**config.mk**
```make
export PLATFORM = sky130hd
export DESIGN_NAME = piece_bag_queue
export DESIGN_NICKNAME = d
export VERILOG_FILES = /design/src/rtl/piece_bag_queue.sv
export SDC_FILE = /design/constraint.sdc
export NUM_CORES = 1
export LEC_CHECK = 0
export BUFFER_PORTS_ARGS = -buffer_cell sky130_fd_sc_hd__buf_2
export CELL_PAD_IN_SITES_DETAIL_PLACEMENT = 1
export CELL_PAD_IN_SITES_GLOBAL_PLACEMENT = 1
export CORE_ASPECT_RATIO = 0.6
export CORE_MARGIN = 1.5
export CORE_UTILIZATION = 48
export DETAILED_ROUTE_END_ITERATION = 16
export HOLD_SLACK_MARGIN = 0.15
export PLACE_DENSITY = 0.79
export SLEW_MARGIN = 10
export SYNTH_ARGS = -nofsm -noshare
export SYNTH_HDL_FRONTEND = slang
export SYNTH_SLANG_ARGS = --single-unit
```
**constraint.sdc**
```tcl
create_clock -name clk -period 5.2 [get_ports clk]
set_input_delay 0.26 -clock clk [delete_from_list [all_inputs] [get_ports clk]]
set_output_delay 0.26 -clock clk [all_outputs]
set_load 0.01 [all_outputs]
```
**src/rtl/piece_bag_queue.sv**
```systemverilog
// piece_bag_queue: LFSR-driven piece generator (shuffled bags or uniform draws)
// feeding a small queue with a registered head and look-ahead preview.
module piece_bag_queue #(
    parameter int NUM_TYPES = 7,
    parameter int PIECE_W = 3,
    parameter int PREVIEW = 3,
    parameter int LFSR_W = 16,
    parameter logic [LFSR_W-1:0] SEED = 16'hACE1
) (
    input  logic                       clk,
    input  logic                       reset,
    input  logic                       seed_load,
    input  logic [LFSR_W-1:0]          seed_val,
    input  logic                       mode_random,
    input  logic                       pop,
    output logic                       piece_valid,
    output logic [PIECE_W-1:0]         piece,
    output logic [PREVIEW*PIECE_W-1:0] preview,
    output logic [PREVIEW-1:0]         preview_vld
);
    localparam int DEPTH = PREVIEW + 1;
    localparam int PTR_W = $clog2(DEPTH);
    localparam int CNT_W = $clog2(DEPTH + 1);
    localparam int IDX_W = $clog2(NUM_TYPES);
    localparam int NW = $clog2(NUM_TYPES + 1);
    localparam logic [LFSR_W-1:0] TAPS = LFSR_W'(16'hB400);

    typedef enum logic [1:0] {INIT, SHUFFLE, DRAIN} state_t;

    state_t state, state_next;
    logic [LFSR_W-1:0] lfsr;
    logic [PIECE_W-1:0] bag [NUM_TYPES];
    logic [PIECE_W-1:0] mem [DEPTH];
    logic [PIECE_W-1:0] mem_next [DEPTH];
    logic [PTR_W-1:0] head, head_next;
    logic [CNT_W-1:0] count, count_next;
    logic [IDX_W-1:0] i, k, j;
    logic mode, pop_ok, push;
    logic [PIECE_W-1:0] push_val, piece_next;
    logic [PREVIEW*PIECE_W-1:0] preview_next;
    logic [PREVIEW-1:0] vld_next;

    // (r * n) >> 8 maps an 8-bit random value onto 0..n-1
    function automatic logic [IDX_W-1:0] draw(input logic [7:0] r, input logic [NW-1:0] n);
        logic [NW+7:0] p;
        p = {{NW{1'b0}}, r} * {8'd0, n};
        return IDX_W'(p >> 8);
    endfunction

    function automatic logic [PTR_W-1:0] wrap(input int v);
        return PTR_W'(v >= DEPTH ? v - DEPTH : v);
    endfunction

    always_comb begin
        j = draw(lfsr[7:0], NW'(i) + NW'(1));
        pop_ok = pop && count != '0;
        push = state == DRAIN && (int'(count) < DEPTH || pop_ok);
        push_val = mode ? PIECE_W'(draw(lfsr[7:0], NW'(NUM_TYPES))) : bag[k];
        state_next = state == INIT ? (mode_random ? DRAIN : SHUFFLE) :
                     state == SHUFFLE ? (i == IDX_W'(1) ? DRAIN : SHUFFLE) :
                     (push && k == IDX_W'(NUM_TYPES - 1)) ? INIT : DRAIN;
        mem_next = mem;
        if (push)
            mem_next[wrap(int'(head) + int'(count))] = push_val;
        head_next = pop_ok ? wrap(int'(head) + 1) : head;
        count_next = count + CNT_W'(push) - CNT_W'(pop_ok);
        piece_next = count_next != '0 ? mem_next[head_next] : '0;
        for (int s = 0; s < PREVIEW; s++) begin
            vld_next[s] = int'(count_next) > s + 1;
            preview_next[s*PIECE_W +: PIECE_W] = vld_next[s] ? mem_next[wrap(int'(head_next) + s + 1)] : '0;
        end
    end

    always_ff @(posedge clk or posedge reset) begin
        if (reset) begin
            state <= INIT;
            lfsr <= SEED;
            head <= '0;
            count <= '0;
            mode <= 1'b0;
            i <= '0;
            k <= '0;
            piece_valid <= 1'b0;
            piece <= '0;
            preview <= '0;
            preview_vld <= '0;
            for (int n = 0; n < NUM_TYPES; n++) bag[n] <= '0;
            for (int n = 0; n < DEPTH; n++) mem[n] <= '0;
        end else if (seed_load) begin
            state <= INIT;
            lfsr <= seed_val == '0 ? SEED : seed_val;
            head <= '0;
            count <= '0;
            k <= '0;
            piece_valid <= 1'b0;
            piece <= '0;
            preview <= '0;
            preview_vld <= '0;
        end else begin
            state <= state_next;
            lfsr <= (lfsr >> 1) ^ (lfsr[0] ? TAPS : '0);
            mem <= mem_next;
            head <= head_next;
            count <= count_next;
            piece_valid <= count_next != '0;
            piece <= piece_next;
            preview <= preview_next;
            preview_vld <= vld_next;
            if (state == INIT) begin
                mode <= mode_random;
                i <= IDX_W'(NUM_TYPES - 1);
                k <= '0;
                for (int n = 0; n < NUM_TYPES; n++) bag[n] <= PIECE_W'(n);
            end
            if (state == SHUFFLE) begin
                bag[i] <= bag[j];
                bag[j] <= bag[i];
                i <= i - 1'b1;
            end
            if (push)
                k <= k == IDX_W'(NUM_TYPES - 1) ? '0 : k + 1'b1;
        end
    end
endmodule

```
# Word-level counts from Yosys, hierarchy flattened
# Index checks and enable logic that the tools add are counted.
# classes
n_addsub,16
multipliers,2
div,0
magnitude_cmp,20
n_eq_ne,4
shifts,0
muxes,66
bitwise_logic,10
reduce_logical,15
# op_table
cell,n
$mux W3,31
$mux W21,3
$mux W16,3
$bwmux W21,2
$bmux W3 S3,3
$mux W2,13
$bmux W3 S2,4
$ge A3 B3 Y1 const B,7
$demux W3 S3,2
$logic_not A16 Y1,1
$xor A15 B16 Y16,1
$not A2 Y3,5
$bwmux W12,1
$ge A4 B3 Y1 const B,3
$ge A4 B4 Y1 const B,3
$mux W12,1
$not A3 Y4,3
$mul A8 B3 Y11,1
$mul A8 B3 Y11 const B,1
$sub A2 B1 Y2 const B,5
$mux W9,1
$reduce_bool A3 Y1,3
$add A3 B1 Y4 const B,2
$lt A4 B1 Y1 const B,2
other kinds (23),32
# word_totals
ff_bits,79
latchBits,0
ram_bits,0
romBits,0
wordCells,155
mem_count,0

# Depth between registers and ports, before layout
# Gate-level depths: netlist of run 1.
# logic_depth
ltp_word,15
depth_mapped,19
mapped_depth_nobuf,14

# Worst setup path before layout of run 1
# Ideal clock, no wire load.
# synth_path
kind,register -> register
startpoint,register i[0]
endpoint,register bag[8] (netlist bit)
setup_ns,0.141
t_arrival_ns,4.111
required_time_ns,5.059
path_slack_ns,0.948
stages_incl_launch_ff,20
n_path_buf,5
path_cell_list,dfrtp_1 > clkbuf_1 > buf_2 > clkinv_1 > ha_1 > buf_6 > nand2_1 > fa_1 > inv_1 > ha_1 > a21o_1 > a21oi_1 > o221a_1 > buf_6 > mux2_4 > and2_1 > buf_2 > o31ai_2 > a22o_1 > a31oi_1
# synth_between
elab_chain_len,9
elab_cells_between_ends,23
cone_classes,add/sub (1); mul (1); order compare (4); mux (13); bitwise (2); reduce/logical (2)
# synth_rtl
element,line_no,source
from (decl),37,"logic [IDX_W-1:0] i, k, j;"
from (signal assigned),111,i <= IDX_W'(NUM_TYPES - 1);
from (signal assigned),118,i <= i - 1'b1;
$add A3 B1 Y3,55,"j = draw(lfsr[7:0], NW'(i) + NW'(1));"
$mul A8 B3 Y11,46,"p = {{NW{1'b0}}, r} * {8'd0, n};"
$not A3 Y4 (implied by the code),"116, 117",
"$ge A4 B4 Y1 (implied by the code), or another cell as far along",117,bag[j] <= bag[i];
$logic_and A1 B1 Y1 (implied by the code) or $mux W3 (tied branches),"117, 116",
"$mux W3, on equally long branches","117, 116",
$demux W3 S3 or $bwmux W21 (tied branches),"117, 116",
$bwmux W21 *,117,
$mux W21 *,115,if (state == SHUFFLE) begin
"to (signal, indexed assignment)",116,bag[i] <= bag[j];
"to (signal, indexed assignment)",117,
to (decl),32,logic [PIECE_W-1:0] bag [NUM_TYPES];
# Every way passes the cells marked *; elsewhere a longest branch is shown, timed or not. The select of a mux whose other input is x is not followed.
# A chain may end at the register's enable or synchronous reset.

# Worst setup path after layout of run 1
# layout_path
startpoint,register i[1]
endpoint,register bag[9] (netlist bit)
# Same word-level chain as after synthesis.

==> impl_metrics.env, run 1 <==
export IMPL_status="finished clean"
export IMPL_synth_nets=680
export IMPL_ys_types=79
export IMPL_crit_chain="inv_1, ha_1, nand2_1, fa_1, inv_1, ha_1, a21o_1, a21oi_1, o221a_1, xnor2_4, a22o_1, and2b_1, o311ai_4, a41oi_1"
export IMPL_hp_start="seed_val[15]"
export IMPL_synth_cells=622
export IMPL_vias=5147
export IMPL_crit_fanout=19
export IMPL_grt_antenna_before_repair=0
export IMPL_drt_pass1_iter_count=5
export IMPL_place_area_um2=6080
export IMPL_synth_top_cell_by_area="dfrtp_1"
export IMPL_max_freq_mhz=210
export IMPL_boundaryPins=37
export IMPL_relSlewSlack_pct=20.0
export IMPL_synth_edf_count=0
export IMPL_ys_async_sr_fraction_pct=100
export IMPL_setup_viol=0
export IMPL_r2r_start="i[1]"
export IMPL_tns_ns=0
export IMPL_overflow=0
export IMPL_synth_top_cells_by_count="dfrtp_1 (71), nand2_1 (59), nor2_1 (54)"
export IMPL_cts_buffers=9
export IMPL_worstHoldPathType="in -> reg"
export IMPL_gr_usage_all_layers_pct=30.1
export IMPL_clk_pin_slew_worst_paths_ns=0.07
export IMPL_drv_slew=0
export IMPL_netlist_area_um2=5800
export IMPL_seqCellArea_um2=1990
export IMPL_crit_type="reg -> reg"
export IMPL_ff2ff_path_depth=14
export IMPL_hpwl_um=13300
export IMPL_yosys_warnings=0
export IMPL_final_util_pct=56.0
export IMPL_r2r_slack_ns=0.44
export IMPL_htree_levels=3
export IMPL_num_rows=30
export IMPL_post_drt_wl_per_cell_um=22.8
export IMPL_grt_pass1_wl_um=29300
export IMPL_holdPathStages=2
export IMPL_drc_errors=0
export IMPL_multi_input_area_um2=3540
export IMPL_syn_to_final_growth_pct=11.2
export IMPL_wl_um=18400
export IMPL_synth_ff_type="dfrtp_1"
export IMPL_critPathBufInv=2
export IMPL_finalPower_mw=4.25
export IMPL_hold_viol_final=0
export IMPL_p_per_area_nw_per_um2=659
export IMPL_rsz0062_at_grt="false"
export IMPL_start_util_pct=50.4
export IMPL_grt_max_degree=80
export IMPL_final_area_um2=6450
export IMPL_crit_path_end_kind="register"
export IMPL_grt_pass1_vias=5187
export IMPL_num_antenna_cells=0
export IMPL_final_nets=700
export IMPL_die_y_um=88.2
export IMPL_numClockSinks=79
export IMPL_numPortBuffers=36
export IMPL_finalCriticalPeriod_ns=4.76
export IMPL_gp_congestion=0.923
export IMPL_cts_root_buf="clkbuf_16"
export IMPL_hold_end="lfsr[15]"
export IMPL_worstSkewPairLatency_ns=0.34
export IMPL_die_w_um=145
export IMPL_die_area_um2=12800
export IMPL_cts_path_max_buffers=2
export IMPL_yosysMostFrequentCell="dfrtp_1"
export IMPL_synth_top_area_share_pct=30.6
export IMPL_critical_path_arrival_ns=4.90
export IMPL_cp_slowest_cell="dfrtp_1"
export IMPL_ant_nets=0
export IMPL_startpoint_type="register"
export IMPL_synth_area_leaders="dfrtp_1 (31%), ha_1 (5.0%), fa_1 (4.8%)"
export IMPL_syn_avg_cell_area_um2=9.33
export IMPL_crit_family="compound AO/OA/AOI/OAI gates"
export IMPL_clock_skew_ns=0.00945
export IMPL_drv_cap=0
export IMPL_fin_crit_sh_pct=91.5
export IMPL_cts_tree="built"
export IMPL_cp_slowest_stage_delay_ns=0.68
export IMPL_avgViaCountPerCell=6.38
export IMPL_p_leak_nw=2.80
export IMPL_synth_seq_area_share_pct=34.2
export IMPL_ir_drop_mv=0.403
export IMPL_required_ns=5.34
export IMPL_synth_seq_cells=79
export IMPL_worst_slew_pin_transition_ns=1.19
export IMPL_initialDrtViolationCount=496
export IMPL_n_fill_cell=1342
export IMPL_fp_coreArea_um2=11500
export IMPL_drive_gt1_share_pct=18.1
export IMPL_rr_endpoint="bag[9]"
-- state kept, by name, summed over array words and instances, names as in the netlist, 2 cells and up --
register	cells
bag	21
lfsr	16
mem	12
preview	9
count	3
i	3
k	3
piece	3
preview_vld	3
head	2
state	2
-- timing repair --
| action | CTS | global route |
|---|---|---|
| hold endpoints to repair | 2 | 0 |
| hold buffers | 2 | 0 |
| gates resized for setup | 0 | 1 |
| setup buffers | 0 | 0 |
| setup endpoints to repair | 0 | 6 |
-- worst max-delay path by stage --
stage / cells past startpoint / startpoint / endpoint / slack [ns]
after CTS: 14 / i[1] / bag[9] / 0.32
after global placement: 14 / i[1] / bag[9] / 0.63
final: 14 / i[1] / bag[9] / 0.44
after global routing: 14 / i[1] / bag[9] / 0.07
after floorplan: 19 / i[0] / bag[8] / 0.95
after detailed placement: 14 / i[1] / bag[9] / 0.36
-- logic make-up after synthesis --
| logic type | after synthesis | synth area share [%] |
|---|---|---|
| AOI/OAI and AO/OA | 174 | 21.5 |
| xor gates and xnor gates | 21 | 3.62 |
| adders and majority gates | 37 | 9.79 |
| buffers and inverters | 66 | 4.83 |
| DFF | 79 | 34.2 |
| muxes | 41 | 8.52 |
| and+or+nand+nor | 204 | 17.6 |
-- per-stage QoR --
| stage | cells | hold slack (ns) | worst slack (ns) |
|---|---|---|---|
| after floorplan | 622 | 0.381 | 0.948 |
| after global placement | 789 | 0.454 | 0.626 |
| after detailed placement | 789 | 0.466 | 0.363 |
| after CTS | 807 | 0.150 | 0.321 |
| after global routing | 807 | 0.154 | 0.0726 |
| final | 807 | 0.154 | 0.443 |
-- metal layers --
metal / share of wire [%] / up-vias / global-route usage [%]
li1: - / 2304 / -
met1: 47 / 2619 / 42.4
met2: 43 / 197 / 45.1
met3: 8.9 / 25 / 9.27
met4: 1.3 / 2 / 7.03
met5: 0.31 / - / 3.21
-- final cells by class --
class                           count  share of cell area (%)
Sequential cell                    79                    30.8
Tap cell                          160                    3.10
Clock inverter                      7                    1.86
Timing Repair Buffer               48                    4.27
Clock buffer                        9                    3.49
Inverter                           27                    1.59
Multi-Input combinational cell    477                    54.9
-- cell usage in the layout, fill, tap and decap left out, types with 4 or more instances in the layout --
cell	Yosys	final
dfrtp_1	71	71
nand2_1	59	59
nor2_1	54	54
buf_2	8	36
a21oi_1	34	34
o21ai_0	31	31
inv_1	25	24
ha_1	23	23
mux2_2	21	21
nand3_1	15	15
fa_1	14	14
mux2i_1	13	13
and2_1	12	12
o211ai_1	12	12
nor3_1	11	11
xnor2_1	11	11
nor2b_1	10	10
buf_4	2	10
o22ai_1	9	9
a31oi_1	9	9
o22a_1	9	9
clkbuf_16	0	9
nor4_1	8	8
o21a_1	8	8
dfstp_2	8	8
xor2_1	8	7
and3_1	7	7
nand2b_1	5	5
a22o_1	5	5
or3_1	5	5
a32oi_1	5	5
mux4_2	4	4
a21o_1	4	4
o21ai_1	4	4
a22oi_1	4	4
-- report_power, final --
part | internal (mW) | switching [mW]
registers | 0.785 | 0.191
clock network | 0.472 | 0.277
logic | 0.956 | 1.57
-- worst register-to-register path, stage by stage, from the launching register on --
cell and delay [ns]:
dfrtp_1 0.68, inv_1 0.20, ha_1 0.54, nand2_1 0.14, fa_1 0.52, inv_1 0.04
ha_1 0.32, a21o_1 0.17, a21oi_1 0.20, o221a_1 0.55, xnor2_4 0.15, a22o_1 0.27
and2b_1 0.18, o311ai_4 0.41, a41oi_1 0.20
Note: power is estimated with default switching activity, not from simulation.
==> inputs of run 2 (changes only) <==
--- a/config.mk
+++ b/config.mk
@@ -13,8 +13,9 @@
 export CORE_UTILIZATION = 48
 export DETAILED_ROUTE_END_ITERATION = 16
 export HOLD_SLACK_MARGIN = 0.15
-export PLACE_DENSITY = 0.79
-export SLEW_MARGIN = 10
+export PLACE_DENSITY = 0.9
+export SKIP_CTS_REPAIR_TIMING = 1
+export SLEW_MARGIN = 20
 export SYNTH_ARGS = -nofsm -noshare
 export SYNTH_HDL_FRONTEND = slang
 export SYNTH_SLANG_ARGS = --single-unit
==> impl_metrics.env, run 2 (same netlist as run 1, synthesis figures left out) <==
export IMPL_rsz0062_at_grt="false"
export IMPL_htree_levels=3
export IMPL_gr_usage_all_layers_pct=31.5
export IMPL_crit_fanout=19
export IMPL_numClockSinks=79
export IMPL_worstSkewPairLatency_ns=0.35
export IMPL_fin_crit_sh_pct=94.1
export IMPL_cp_slowest_stage_delay_ns=0.70
export IMPL_required_ns=5.48
export IMPL_vias=5317
export IMPL_clk_pin_slew_worst_paths_ns=0.07
export IMPL_final_nets=698
export IMPL_num_rows=30
export IMPL_die_w_um=145
export IMPL_cts_path_max_buffers=2
export IMPL_crit_type="reg -> reg"
export IMPL_crit_family="XOR/XNOR gates"
export IMPL_worst_slew_pin_transition_ns=1.07
export IMPL_fin_cells=805
export IMPL_hpwl_um=14000
export IMPL_syn_to_final_growth_pct=10.5
export IMPL_reg_largest_list="bag x21, lfsr x16, mem x12"
export IMPL_drc_errors=0
export IMPL_finalPower_mw=4.28
export IMPL_grt_pass1_wl_um=30900
export IMPL_place_ws_ns=0.295
export IMPL_grt_antenna_before_repair=0
export IMPL_ant_nets=0
export IMPL_worstHoldPathType="in -> async"
export IMPL_grt_max_degree=80
export IMPL_wl_um=19400
export IMPL_status="finished clean"
export IMPL_cts_buffers=9
export IMPL_holdWs_ns=0.127
export IMPL_drive_gt1_share_pct=18.1
export IMPL_p_per_area_nw_per_um2=667
export IMPL_critical_path_arrival_ns=5.18
export IMPL_setup_ws_ns=0.306
export IMPL_post_drt_wl_per_cell_um=24.1
export IMPL_crit_chain="ha_1, xor2_1, nand2_1, fa_1, inv_1, ha_1, a21o_1, a21oi_1, o21ai_1, xnor2_1, and2_1, a21oi_1, o21ai_0, o22a_1"
export IMPL_startpoint_type="register"
export IMPL_numPortBuffers=36
export IMPL_dp_cells=789
export IMPL_drv_cap=0
export IMPL_p_leak_nw=2.78
export IMPL_drv_slew=0
export IMPL_cts_tree="built"
export IMPL_hold_viol_final=0
export IMPL_largest_register_ffs=21
export IMPL_final_cell_mix="dfrtp_1 (71), nand2_1 (59), nor2_1 (54)"
export IMPL_layout_commonest_cell="dfrtp_1"
export IMPL_boundaryPins=37
export IMPL_clock_skew_ns=0.0118
export IMPL_gp_congestion=0.955
export IMPL_critPathBufInv=1
export IMPL_drt_pass1_iter_count=5
export IMPL_die_y_um=88.2
export IMPL_grt_pass1_vias=5536
export IMPL_tns_ns=0
export IMPL_die_area_um2=12800
export IMPL_finalCriticalPeriod_ns=4.89
export IMPL_cts_root_buf="clkbuf_16"
export IMPL_crit_path_end_kind="register"
export IMPL_relSlewSlack_pct=28.1
export IMPL_ir_drop_mv=0.344
export IMPL_setup_viol=0
export IMPL_cp_slowest_cell="dfrtp_1"
export IMPL_fp_coreArea_um2=11500
export IMPL_max_freq_mhz=204
export IMPL_avgViaCountPerCell=6.60
export IMPL_top_register="bag"
export IMPL_overflow=0
export IMPL_start_util_pct=50.4
export IMPL_num_antenna_cells=0
export IMPL_initialDrtViolationCount=487
## run 2: tightest hold or removal path: stages
cell and delay [ns]:
buf_2 0.11, clkinv_2 0.05, buf_6 0.57
## run 2: path summary, 6_finish.rpt
kind                         startpoint  endpoint  slack, ns  depth (start not counted)
max in group asynchronous         reset  state[1]       4.52                          3
setup / recovery                   i[1]   bag[16]       0.31                         14
hold reg to reg                lfsr[12]  lfsr[11]       0.49                          1
min in group clk           seed_val[15]  lfsr[15]       0.15                          2
hold / removal                    reset   lfsr[9]       0.13                          3
setup reg to reg                   i[1]   bag[16]       0.31                         14
## run 2: layer usage
metal	global-route usage, %	routed length [µm]
met5	0	0
met4	8.62	356
met3	10.7	2080
met2	48.9	8630
met1	42.4	8320
## run 2: area by class of cell
| class | count | area [µm²] |
|---|---|---|
| clock buffer | 10 | 229 |
| clock inverter | 6 | 93.8 |
| fill | 1351 | 5110 |
| inverter | 27 | 103 |
| multi-input combinational | 477 | 3540 |
| sequential | 79 | 1990 |
| tap | 160 | 200 |
| timing repair buffer | 46 | 259 |
## run 2: power breakdown
group / leakage [nW] / switching, mW / internal [mW]
clock network: 0.153 / 0.290 / 0.425
registers: 0.962 / 0.197 / 0.785
logic: 1.67 / 1.64 / 0.943
total: 2.78 / 2.13 / 2.15
## run 2: through the flow
stage	instance area [µm²]	util [%]
2_1_floorplan	5800	-
3_3_place_gp	6080	52.8
3_5_place_dp	6080	52.8
4_1_cts	6400	55.6
5_1_grt	6410	55.7
6_report	6410	55.7
